### src/rtl/parking_pkg.sv
// Shared types and constants for the parking gate front-end.
// No logic; compile-time definitions only.
// No flow control.
package parking_pkg;

    typedef enum logic [2:0] {
        IDLE,
        CHECK,
        OPEN,
        EMIT,
        DENY,
        WAIT_CLEAR
    } gate_state_t;

    localparam int HOURS_PER_DAY    = 24;
    localparam int MINUTES_PER_HOUR = 60;
    localparam int HM_W             = 6;

endpackage

### src/rtl/parking_gate_ctrl_if.sv
// Gate sensors, vacancy flags, event stream and time-of-day bundle.
// Pure wiring, no latency.
// No flow control; events are single-cycle pulses.
interface parking_gate_ctrl_if;
    import parking_pkg::*;

    logic            entry_req;
    logic            entry_is_uni;
    logic            entry_pass;
    logic            exit_req;
    logic            exit_is_uni;
    logic            exit_pass;
    logic            uni_is_vacated_space;
    logic            is_vacated_space;
    logic            car_entered;
    logic            is_uni_car_entered;
    logic            car_exited;
    logic            is_uni_car_exited;
    logic [HM_W-1:0] current_hour;
    logic [HM_W-1:0] current_minute;
    logic            entry_gate_open;
    logic            exit_gate_open;
    logic            entry_denied;

    modport master (
        output entry_req, entry_is_uni, entry_pass,
        output exit_req, exit_is_uni, exit_pass,
        output uni_is_vacated_space, is_vacated_space,
        input  car_entered, is_uni_car_entered, car_exited, is_uni_car_exited,
        input  current_hour, current_minute,
        input  entry_gate_open, exit_gate_open, entry_denied
    );

    modport slave (
        input  entry_req, entry_is_uni, entry_pass,
        input  exit_req, exit_is_uni, exit_pass,
        input  uni_is_vacated_space, is_vacated_space,
        output car_entered, is_uni_car_entered, car_exited, is_uni_car_exited,
        output current_hour, current_minute,
        output entry_gate_open, exit_gate_open, entry_denied
    );

endinterface

### src/rtl/parking_gate_fsm.sv
// One barrier controller: request -> vacancy check -> open -> pass event.
// Gate opens 2 cycles after req; event 1 cycle after pass (+1 if held).
// hold delays the event pulse while the other gate owns the event slot.
module parking_gate_fsm
    import parking_pkg::*;
#(
    parameter bit CHECK_SPACE  = 1'b1,
    parameter int PASS_TIMEOUT = 16
) (
    input  logic clk,
    input  logic rst,
    input  logic req,
    input  logic is_uni,
    input  logic pass,
    input  logic uni_vacant,
    input  logic vacant,
    input  logic hold,
    output logic gate_open,
    output logic evt,
    output logic evt_uni,
    output logic denied
);

    localparam int TW = (PASS_TIMEOUT > 1) ? $clog2(PASS_TIMEOUT) : 1;

    gate_state_t   state;
    logic          cls;
    logic [TW-1:0] tmo;

    // Gate sequencing with all outputs registered alongside the state.
    always_ff @(posedge clk) begin
        if (rst) begin
            state     <= IDLE;
            cls       <= 1'b0;
            tmo       <= '0;
            gate_open <= 1'b0;
            evt       <= 1'b0;
            evt_uni   <= 1'b0;
            denied    <= 1'b0;
        end else begin
            evt     <= 1'b0;
            evt_uni <= 1'b0;
            denied  <= 1'b0;
            case (state)
                IDLE: begin
                    if (req) begin
                        cls   <= is_uni;
                        state <= CHECK;
                    end
                end
                CHECK: begin
                    // Vacancy is only looked at here; later flag changes are ignored.
                    if (!CHECK_SPACE || (cls ? uni_vacant : vacant)) begin
                        state     <= OPEN;
                        gate_open <= 1'b1;
                        tmo       <= '0;
                    end else begin
                        state  <= DENY;
                        denied <= 1'b1;
                    end
                end
                OPEN: begin
                    if (pass) begin
                        gate_open <= 1'b0;
                        state     <= EMIT;
                        evt       <= !hold;
                        evt_uni   <= !hold && cls;
                    end else if (tmo == TW'(PASS_TIMEOUT - 1)) begin
                        gate_open <= 1'b0;
                        state     <= WAIT_CLEAR;
                    end else begin
                        tmo <= tmo + 1'b1;
                    end
                end
                EMIT: begin
                    // Stay here until the pulse has actually been issued once.
                    if (evt) begin
                        state <= WAIT_CLEAR;
                    end else if (!hold) begin
                        evt     <= 1'b1;
                        evt_uni <= cls;
                    end
                end
                DENY: begin
                    state <= WAIT_CLEAR;
                end
                WAIT_CLEAR: begin
                    if (!req) begin
                        state <= IDLE;
                    end
                end
                default: begin
                    state <= IDLE;
                end
            endcase
        end
    end

endmodule

### src/rtl/parking_gate_ctrl.sv
// Entry/exit gate front-end plus time-of-day counter for the occupancy block.
// Gate opens 2 cycles after req; event 1 cycle after pass; clock ticks every cycle group.
// Exit event wins a same-cycle collision; entry event slips one cycle.
module parking_gate_ctrl
    import parking_pkg::*;
#(
    parameter int TICKS_PER_MINUTE = 1,
    parameter int START_HOUR       = 0,
    parameter int PASS_TIMEOUT     = 16
) (
    input  logic                 clk,
    input  logic                 rst,
    parking_gate_ctrl_if.slave   ifc
);

    localparam int KW = (TICKS_PER_MINUTE > 1) ? $clog2(TICKS_PER_MINUTE) : 1;

    logic [KW-1:0]   tick;
    logic [HM_W-1:0] hour;
    logic [HM_W-1:0] minute;
    logic            entry_hold;
    logic            entry_deny;
    logic            exit_deny;

    // Time of day: tick -> minute -> hour, wrapping at 23:59.
    always_ff @(posedge clk) begin
        if (rst) begin
            tick   <= '0;
            minute <= '0;
            hour   <= HM_W'(START_HOUR);
        end else if (tick == KW'(TICKS_PER_MINUTE - 1)) begin
            tick <= '0;
            if (minute == HM_W'(MINUTES_PER_HOUR - 1)) begin
                minute <= '0;
                hour   <= (hour == HM_W'(HOURS_PER_DAY - 1)) ? '0 : hour + 1'b1;
            end else begin
                minute <= minute + 1'b1;
            end
        end else begin
            tick <= tick + 1'b1;
        end
    end

    assign ifc.current_hour   = hour;
    assign ifc.current_minute = minute;

    // The exit gate is open exactly while its FSM is in OPEN, so this is
    // "exit will emit next cycle"; the entry pulse is pushed back one cycle.
    assign entry_hold = ifc.exit_gate_open & ifc.exit_pass;

    parking_gate_fsm #(
        .CHECK_SPACE  (1'b1),
        .PASS_TIMEOUT (PASS_TIMEOUT)
    ) u_entry (
        .clk        (clk),
        .rst        (rst),
        .req        (ifc.entry_req),
        .is_uni     (ifc.entry_is_uni),
        .pass       (ifc.entry_pass),
        .uni_vacant (ifc.uni_is_vacated_space),
        .vacant     (ifc.is_vacated_space),
        .hold       (entry_hold),
        .gate_open  (ifc.entry_gate_open),
        .evt        (ifc.car_entered),
        .evt_uni    (ifc.is_uni_car_entered),
        .denied     (entry_deny)
    );

    parking_gate_fsm #(
        .CHECK_SPACE  (1'b0),
        .PASS_TIMEOUT (PASS_TIMEOUT)
    ) u_exit (
        .clk        (clk),
        .rst        (rst),
        .req        (ifc.exit_req),
        .is_uni     (ifc.exit_is_uni),
        .pass       (ifc.exit_pass),
        .uni_vacant (1'b0),
        .vacant     (1'b0),
        .hold       (1'b0),
        .gate_open  (ifc.exit_gate_open),
        .evt        (ifc.car_exited),
        .evt_uni    (ifc.is_uni_car_exited),
        .denied     (exit_deny)
    );

    // Exit never checks space, so its deny flop stays 0; merging is harmless.
    assign ifc.entry_denied = entry_deny | exit_deny;

endmodule

### src/flat_wrapper.sv
// flat-port wrapper written by rule: the top's interface ports become plain ports
module parking_gate_ctrl_flat import parking_pkg::*;
#(
    parameter int TICKS_PER_MINUTE = 1,
    parameter int START_HOUR       = 0,
    parameter int PASS_TIMEOUT     = 16
)
  (clk, rst, ifc_entry_req, ifc_entry_is_uni, ifc_entry_pass, ifc_exit_req, ifc_exit_is_uni, ifc_exit_pass, ifc_uni_is_vacated_space, ifc_is_vacated_space, ifc_car_entered, ifc_is_uni_car_entered, ifc_car_exited, ifc_is_uni_car_exited, ifc_current_hour, ifc_current_minute, ifc_entry_gate_open, ifc_exit_gate_open, ifc_entry_denied);
  parking_gate_ctrl_if ifc_i ();
  input  logic clk;
  input  logic rst;
  input wire logic [$bits(ifc_i.entry_req)-1:0] ifc_entry_req;
  input wire logic [$bits(ifc_i.entry_is_uni)-1:0] ifc_entry_is_uni;
  input wire logic [$bits(ifc_i.entry_pass)-1:0] ifc_entry_pass;
  input wire logic [$bits(ifc_i.exit_req)-1:0] ifc_exit_req;
  input wire logic [$bits(ifc_i.exit_is_uni)-1:0] ifc_exit_is_uni;
  input wire logic [$bits(ifc_i.exit_pass)-1:0] ifc_exit_pass;
  input wire logic [$bits(ifc_i.uni_is_vacated_space)-1:0] ifc_uni_is_vacated_space;
  input wire logic [$bits(ifc_i.is_vacated_space)-1:0] ifc_is_vacated_space;
  output wire logic [$bits(ifc_i.car_entered)-1:0] ifc_car_entered;
  output wire logic [$bits(ifc_i.is_uni_car_entered)-1:0] ifc_is_uni_car_entered;
  output wire logic [$bits(ifc_i.car_exited)-1:0] ifc_car_exited;
  output wire logic [$bits(ifc_i.is_uni_car_exited)-1:0] ifc_is_uni_car_exited;
  output wire logic [$bits(ifc_i.current_hour)-1:0] ifc_current_hour;
  output wire logic [$bits(ifc_i.current_minute)-1:0] ifc_current_minute;
  output wire logic [$bits(ifc_i.entry_gate_open)-1:0] ifc_entry_gate_open;
  output wire logic [$bits(ifc_i.exit_gate_open)-1:0] ifc_exit_gate_open;
  output wire logic [$bits(ifc_i.entry_denied)-1:0] ifc_entry_denied;
  assign ifc_i.entry_req = ifc_entry_req;
  assign ifc_i.entry_is_uni = ifc_entry_is_uni;
  assign ifc_i.entry_pass = ifc_entry_pass;
  assign ifc_i.exit_req = ifc_exit_req;
  assign ifc_i.exit_is_uni = ifc_exit_is_uni;
  assign ifc_i.exit_pass = ifc_exit_pass;
  assign ifc_i.uni_is_vacated_space = ifc_uni_is_vacated_space;
  assign ifc_i.is_vacated_space = ifc_is_vacated_space;
  assign ifc_car_entered = ifc_i.car_entered;
  assign ifc_is_uni_car_entered = ifc_i.is_uni_car_entered;
  assign ifc_car_exited = ifc_i.car_exited;
  assign ifc_is_uni_car_exited = ifc_i.is_uni_car_exited;
  assign ifc_current_hour = ifc_i.current_hour;
  assign ifc_current_minute = ifc_i.current_minute;
  assign ifc_entry_gate_open = ifc_i.entry_gate_open;
  assign ifc_exit_gate_open = ifc_i.exit_gate_open;
  assign ifc_entry_denied = ifc_i.entry_denied;
  parking_gate_ctrl #(.TICKS_PER_MINUTE(TICKS_PER_MINUTE), .START_HOUR(START_HOUR), .PASS_TIMEOUT(PASS_TIMEOUT)) u_core (.clk(clk), .rst(rst), .ifc(ifc_i));
endmodule
### config.mk
export PLATFORM = sky130hd
export DESIGN_NAME = parking_gate_ctrl_flat
export DESIGN_NICKNAME = d
export VERILOG_FILES = /design/src/rtl/parking_pkg.sv /design/src/rtl/parking_gate_ctrl_if.sv /design/src/rtl/parking_gate_fsm.sv /design/src/rtl/parking_gate_ctrl.sv /design/src/flat_wrapper.sv
export SDC_FILE = /design/constraint.sdc
export NUM_CORES = 1
export LEC_CHECK = 0
export ABC_CLOCK_PERIOD_IN_PS = 1500
export BUFFER_PORTS_ARGS = -buffer_cell sky130_fd_sc_hd__buf_2
export CORE_MARGIN = 10
export CORE_UTILIZATION = 45
export CTS_BUF_LIST = sky130_fd_sc_hd__clkbuf_2 sky130_fd_sc_hd__clkbuf_4 sky130_fd_sc_hd__clkbuf_8
export DETAILED_ROUTE_END_ITERATION = 8
export PLACE_DENSITY = 0.66
export SYNTH_ARGS = -nofsm -noshare
export SYNTH_HDL_FRONTEND = slang
export SYNTH_SLANG_ARGS = --single-unit
export TNS_END_PERCENT = 5
### constraint.sdc
create_clock -name clk -period 1.5 [get_ports clk]
set_input_delay 0.3 -clock clk [delete_from_list [all_inputs] [get_ports clk]]
set_output_delay 0.3 -clock clk [all_outputs]
set_load 0.01 [all_outputs]
After elaboration in Yosys (flattened, before gate mapping)
Index checks and enable logic that the tools add are counted.
Word-level totals
  output and inout port bits: 19
  word-level logic and storage cells: 113
  bits in registers: 36
Cells by class
  add/sub/neg operators: 5
  reduce and logical (&&, ||, !) cells: 17
  mux-type cells: 45
  equality and inequality tests: 27
  bitwise logic cells: 3
Operators with widths (count)
  3-bit one-hot mux with 6 select lines: 2
  3-bit two-way mux: 11
  2-bit != test (second input constant): 11
  4-bit two-way mux: 5
  1-bit two-way mux: 17
  4-bit one-hot mux with 2 select lines: 2
  6-bit by 1-bit adder with 6-bit output (second input constant): 2
  3-bit by 2-bit equality test with 1-bit output (second input constant): 4
  3-bit equality test (second input constant): 4
  6-bit two-way mux: 2
  1-bit one-hot mux with 2 select lines: 6
  4-bit AND reduction: 3
  4-bit by 1-bit adder with 4-bit output (second input constant): 2
  4-bit equality test (second input constant): 2
  2-bit AND reduction: 4
  3-bit by 1-bit equality test with 1-bit output (second input constant): 2
  6-bit by 5-bit equality test with 1-bit output (second input constant): 1
  6-bit equality test (second input constant): 1
  3-bit zero test: 2
  3-bit != test (second input constant): 2
  3-bit AND reduction: 2
  2-bit nonzero test: 2
  2-bit OR reduction: 2
  1-bit inverter: 2
  other kinds (4): 4

Longest topological paths before layout
  word-level depth: 5
  gate-level depth with buffers: 6
  mapped depth without buffers: 5

By module
A second synthesis with hierarchy kept.
Unflattened totals
  cell total of the unflattened synthesis: 208
  area, all modules: 1879.3 um2
By module, submodules not included
  parking_gate_ctrl: area each 649.4 um2, cells an instance 71, times used 1
  parking_gate_fsm (u_core.u_entry): area each 633.1 um2, cells an instance 75, times used 1
  parking_gate_fsm (u_core.u_exit): area each 596.8 um2, cells an instance 62, times used 1

Worst setup path after synthesis
OpenSTA, ideal clock, no wires.
  path kind: register -> register
  from: reg u_core.hour[0], in the netlist u_core.ifc.current_hour[0]
  to: reg u_core.hour[3], in the netlist u_core.ifc.current_hour[3]
  stages on the path, launching flop included: 6
  library setup time: 0.132 ns
  clock period less this slack: 1.510 ns
  arrival time: 1.378 ns
  slack: -0.010 ns
  path through: dfxtp_1 ha_1 nand2_1 or4b_1 nor2_2 nor3_1
On the way
  longest elaborated chain between the ends: 2
Ends and longest elaborated chain
  from (decl): line parking_gate_ctrl.sv:19  | logic [HM_W-1:0] hour;
  from (signal assigned): line parking_gate_ctrl.sv:30  | hour <= HM_W'(START_HOUR);
  from (signal assigned): line parking_gate_ctrl.sv:35  | hour <= (hour == HM_W'(HOURS_PER_DAY - 1)) ? '0 : hour + 1'b1;
  6-bit by 1-bit adder with 6-bit output / 6-bit by 5-bit equality test with 1-bit output (equally long branches): line parking_gate_ctrl.sv:35
  6-bit two-way mux *: line parking_gate_ctrl.sv:35
Mark *: on every way between the ends. The rest lies on a longest branch, timed or not.
A chain may end at the register's enable or synchronous reset.

Final worst setup path
  from: reg u_core.hour[1], in the netlist u_core.ifc.current_hour[1]
  to: reg u_core.hour[3], in the netlist u_core.ifc.current_hour[3]
Same word-level chain as after synthesis.

==> flow_metrics.tcl <==
set metrics [dict create \
    m1WireLength_um 1780 \
    finish.net_count 254 \
    die_w_um 82.0 \
    dieArea_um2 6730 \
    crit_chain "ha_2, nand2_1, or4b_4, nor2_4, nor3_1" \
    drt_iter0_markers 102 \
    setup_ws_ns 0.0918 \
    finalCritPeriodShare_pct 93.9 \
    fin_cells 288 \
    hold_class "input pin to register" \
    clk_pin_slew_ns 0.07 \
    synth_cell_type_count 45 \
    period_minus_slack_ns 1.41 \
    core_um2 3690 \
    ant_nets 0 \
    cts-htree-levels 2 \
    antenna_found_initial 0 \
    ir_worst_vdd_mv 0.719 \
    fmax_mhz 710 \
    ys_ff_latch 36 \
    rsz0062_at_grt "yes" \
    dpl_worst_slack_ns 0.0300 \
    rows 22 \
    ys_seq_area_share_pct 41.6 \
    avgSynthCellArea_um2 8.78 \
    place_hpwl_um 2950 \
    cts-root-buf "clkbuf_8" \
    cp.required_ns 1.68 \
    n_antenna_cell 0 \
    grt_pass1_wl_um 6600 \
    synth_cells 197 \
    fp.dieH_um 82.0 \
    path_class "register to register" \
    clk_latency_ns 0.29 \
    ios 29 \
    post_cts_buffers 0 \
    skew_ns 0.00939 \
    wl_met2_um 1940 \
    overflow 0 \
    drt_wl_total_um 3990 \
    highest_layer "met4" \
    drc_errors 0 \
    gp_congestion 0.797 \
    p_per_area_nw_per_um2 969 \
    max-cap-violations 0 \
    avgViaCountPerCell 5.38 \
    drv_slew 0 \
    status "finished, final reports clean" \
    ys_warn_count 0 \
    ctsHoldBuffers 0 \
    dr_wl_met3_um 219 \
    clock_path_buffers 2 \
    critPathSlowestCell "or4b_4" \
    cts_tree "done" \
    dp_cells 281 \
    track_usage_pct 12.3 \
    drive_gt1_share_pct 28.7 \
    cp-start-kind "register" \
    endpoint_kind "register" \
    firstDrtPassIters 4 \
    arrival_ns 1.58 \
    vias 1550 \
    portBuffers 28 \
    grt_pass1_vias 1511 \
    finalCoreUtilization_pct 58.3 \
    path_max_fanout 3 \
    hold_viol 0 \
    slowest_delay_ns 0.51 \
    start_util_pct 46.9 \
    whs_ns 0.256 \
    syn-cell-area_um2 1730 \
    detail_route.wl_per_cell_um 13.9 \
    synth_fp_nets 211 \
    placed_area_um2 2040 \
    area_growth_syn_to_layout_pct 24.3 \
    grt_max_degree 18 \
    stdcell_area_um2 2150 \
    p_leak_uw 0.000882 \
    cts_sinks 36 \
    numCtsBuffers 5 \
    finalSetupViolations 0 \
]
==> cells in the final DEF, fill, tap and decap left out, types with 2 or more instances in the layout <==
| cell | synthesis | final |
|---|---|---|
| a311oi_1 | 2 | 2 |
| clkbuf_8 | 0 | 5 |
| o21ai_0 | 2 | 2 |
| a21oi_1 | 15 | 15 |
| nor3_1 | 14 | 14 |
| nand2_1 | 12 | 11 |
| dfxtp_2 | 0 | 4 |
| o31ai_1 | 5 | 5 |
| nand4b_1 | 2 | 2 |
| buf_2 | 4 | 28 |
| inv_1 | 4 | 4 |
| nor4_2 | 2 | 2 |
| xnor2_1 | 2 | 2 |
| a31oi_1 | 3 | 3 |
| ha_1 | 4 | 2 |
| nand3b_1 | 2 | 2 |
| buf_4 | 0 | 16 |
| nor2b_1 | 10 | 10 |
| dfxtp_1 | 36 | 32 |
| mux2i_1 | 5 | 5 |
| and2_1 | 5 | 5 |
| o21ai_1 | 6 | 6 |
| a211oi_1 | 3 | 3 |
| a21o_1 | 2 | 2 |
| nand2b_1 | 6 | 6 |
| nor2_1 | 14 | 14 |
| nand3_1 | 9 | 9 |
| xor2_1 | 5 | 5 |
==> per-stage QoR <==
step | power (uW) | setup TNS, ns
2_1_floorplan | 1300 | 0
6_report | 2080 | 0
4_1_cts | 2100 | 0
5_1_grt | 2190 | -0.0399
3_5_place_dp | 1430 | 0
3_3_place_gp | 1420 | 0
==> power breakdown <==
part	total [uW]	switching, uW	leakage [uW]	internal, uW
clock network	667	333	0.0000445	334
logic	350	193	0.000543	157
registers	1070	58.9	0.000294	1010
total	2080	585	0.000882	1500
==> kinds of logic (layout without fill, tap and decap cells) <==
group | Yosys count | after routing | share of synthesized area (%)
fa+ha+maj | 4 | 4 | 2.89
xor+xnor | 7 | 7 | 3.54
mux | 6 | 6 | 3.54
flops | 36 | 36 | 41.6
buf+inv | 14 | 57 | 3.33
other cells | 1 | 1 | 0.217
simple gates | 84 | 84 | 28.0
compound gates | 45 | 45 | 16.8
==> timing repair <==
item / CTS / global route
endpoints found under the setup margin: 0 / 5
gates resized for setup: 0 / 8
endpoints found under the hold margin: 0 / 0
==> routing by layer <==
layer / global-route usage, % / vias up
met4: 4.93 / 0
met5: 0 / -
met3: 4.69 / 6
li1: - / 799
met2: 20.5 / 28
met1: 13.7 / 717
==> critical path: cells and delay by family (launching register included) <==
kind / cells / cell delay [ns]
and+or+nand+nor: 4 / 0.79
DFF: 1 / 0.33
adders and majority gates: 1 / 0.18
==> cells in the mapped netlist (all sizes together) <==
cell,number,area [um^2]
nor4b,2,32.5
or4b,1,10.0
o21bai,1,7.51
a211oi,3,22.5
buf,5,23.8
and4b,1,10.0
nand2b,6,37.5
conb,1,3.75
inv,5,18.8
and2,5,31.3
a31oi,4,31.3
a21o,2,15.0
a221oi,1,8.76
o211a,1,10.0
mux2,1,11.3
or3,1,6.26
mux2i,5,50.1
nand2,12,45.0
and4,1,11.3
nand3,9,45.0
a21oi,15,75.1
xor2,5,43.8
dfxtp,36,721
nand4,1,6.26
ha,4,50.1
o21ai,8,40.0
a22o,1,8.76
nor4,2,25.0
nand3b,2,15.0
nor3,14,70.1
a41oi,1,8.76
xnor2,2,17.5
nor2b,10,62.6
clkbuf,4,15.0
o31ai,5,37.5
nand4b,2,17.5
a311oi,2,17.5
a32oi,1,8.76
nor2,15,58.8
==> cell type report <==
| cell class | count | area (um^2) |
|---|---|---|
| fillers | 334 | 1540 |
| multi-input cells | 147 | 985 |
| flip-flops and latches | 36 | 726 |
| repair buffers | 45 | 280 |
| clock buffers | 6 | 76.3 |
| well taps | 48 | 60.1 |
| inverters | 5 | 18.8 |
| clock inverters | 1 | 5.00 |
==> registers in the layout, indices dropped and copies added (netlist names), 3 cells and up <==
signal and flops:
u_core.u_entry.state 3, u_core.u_exit.state 3, u_core.ifc.current_hour 6, u_core.ifc.current_minute 6, u_core.u_exit.tmo 4, u_core.u_entry.tmo 4
==> final timing paths <==
| check | slack (ns) | depth (start not counted) | startpoint | endpoint |
|---|---|---|---|---|
| setup reg to reg | 0.09 | 5 | u_core.ifc.current_hour[1] | u_core.ifc.current_hour[3] |
| hold reg to reg | 0.45 | 1 | u_core.u_exit.cls | u_core.u_exit.evt_uni |
| hold / removal | 0.26 | 3 | ifc_entry_is_uni | u_core.u_entry.cls |
| setup / recovery | 0.09 | 5 | u_core.ifc.current_hour[1] | u_core.ifc.current_hour[3] |
No activity file was read; power rests on OpenSTA's default activity.
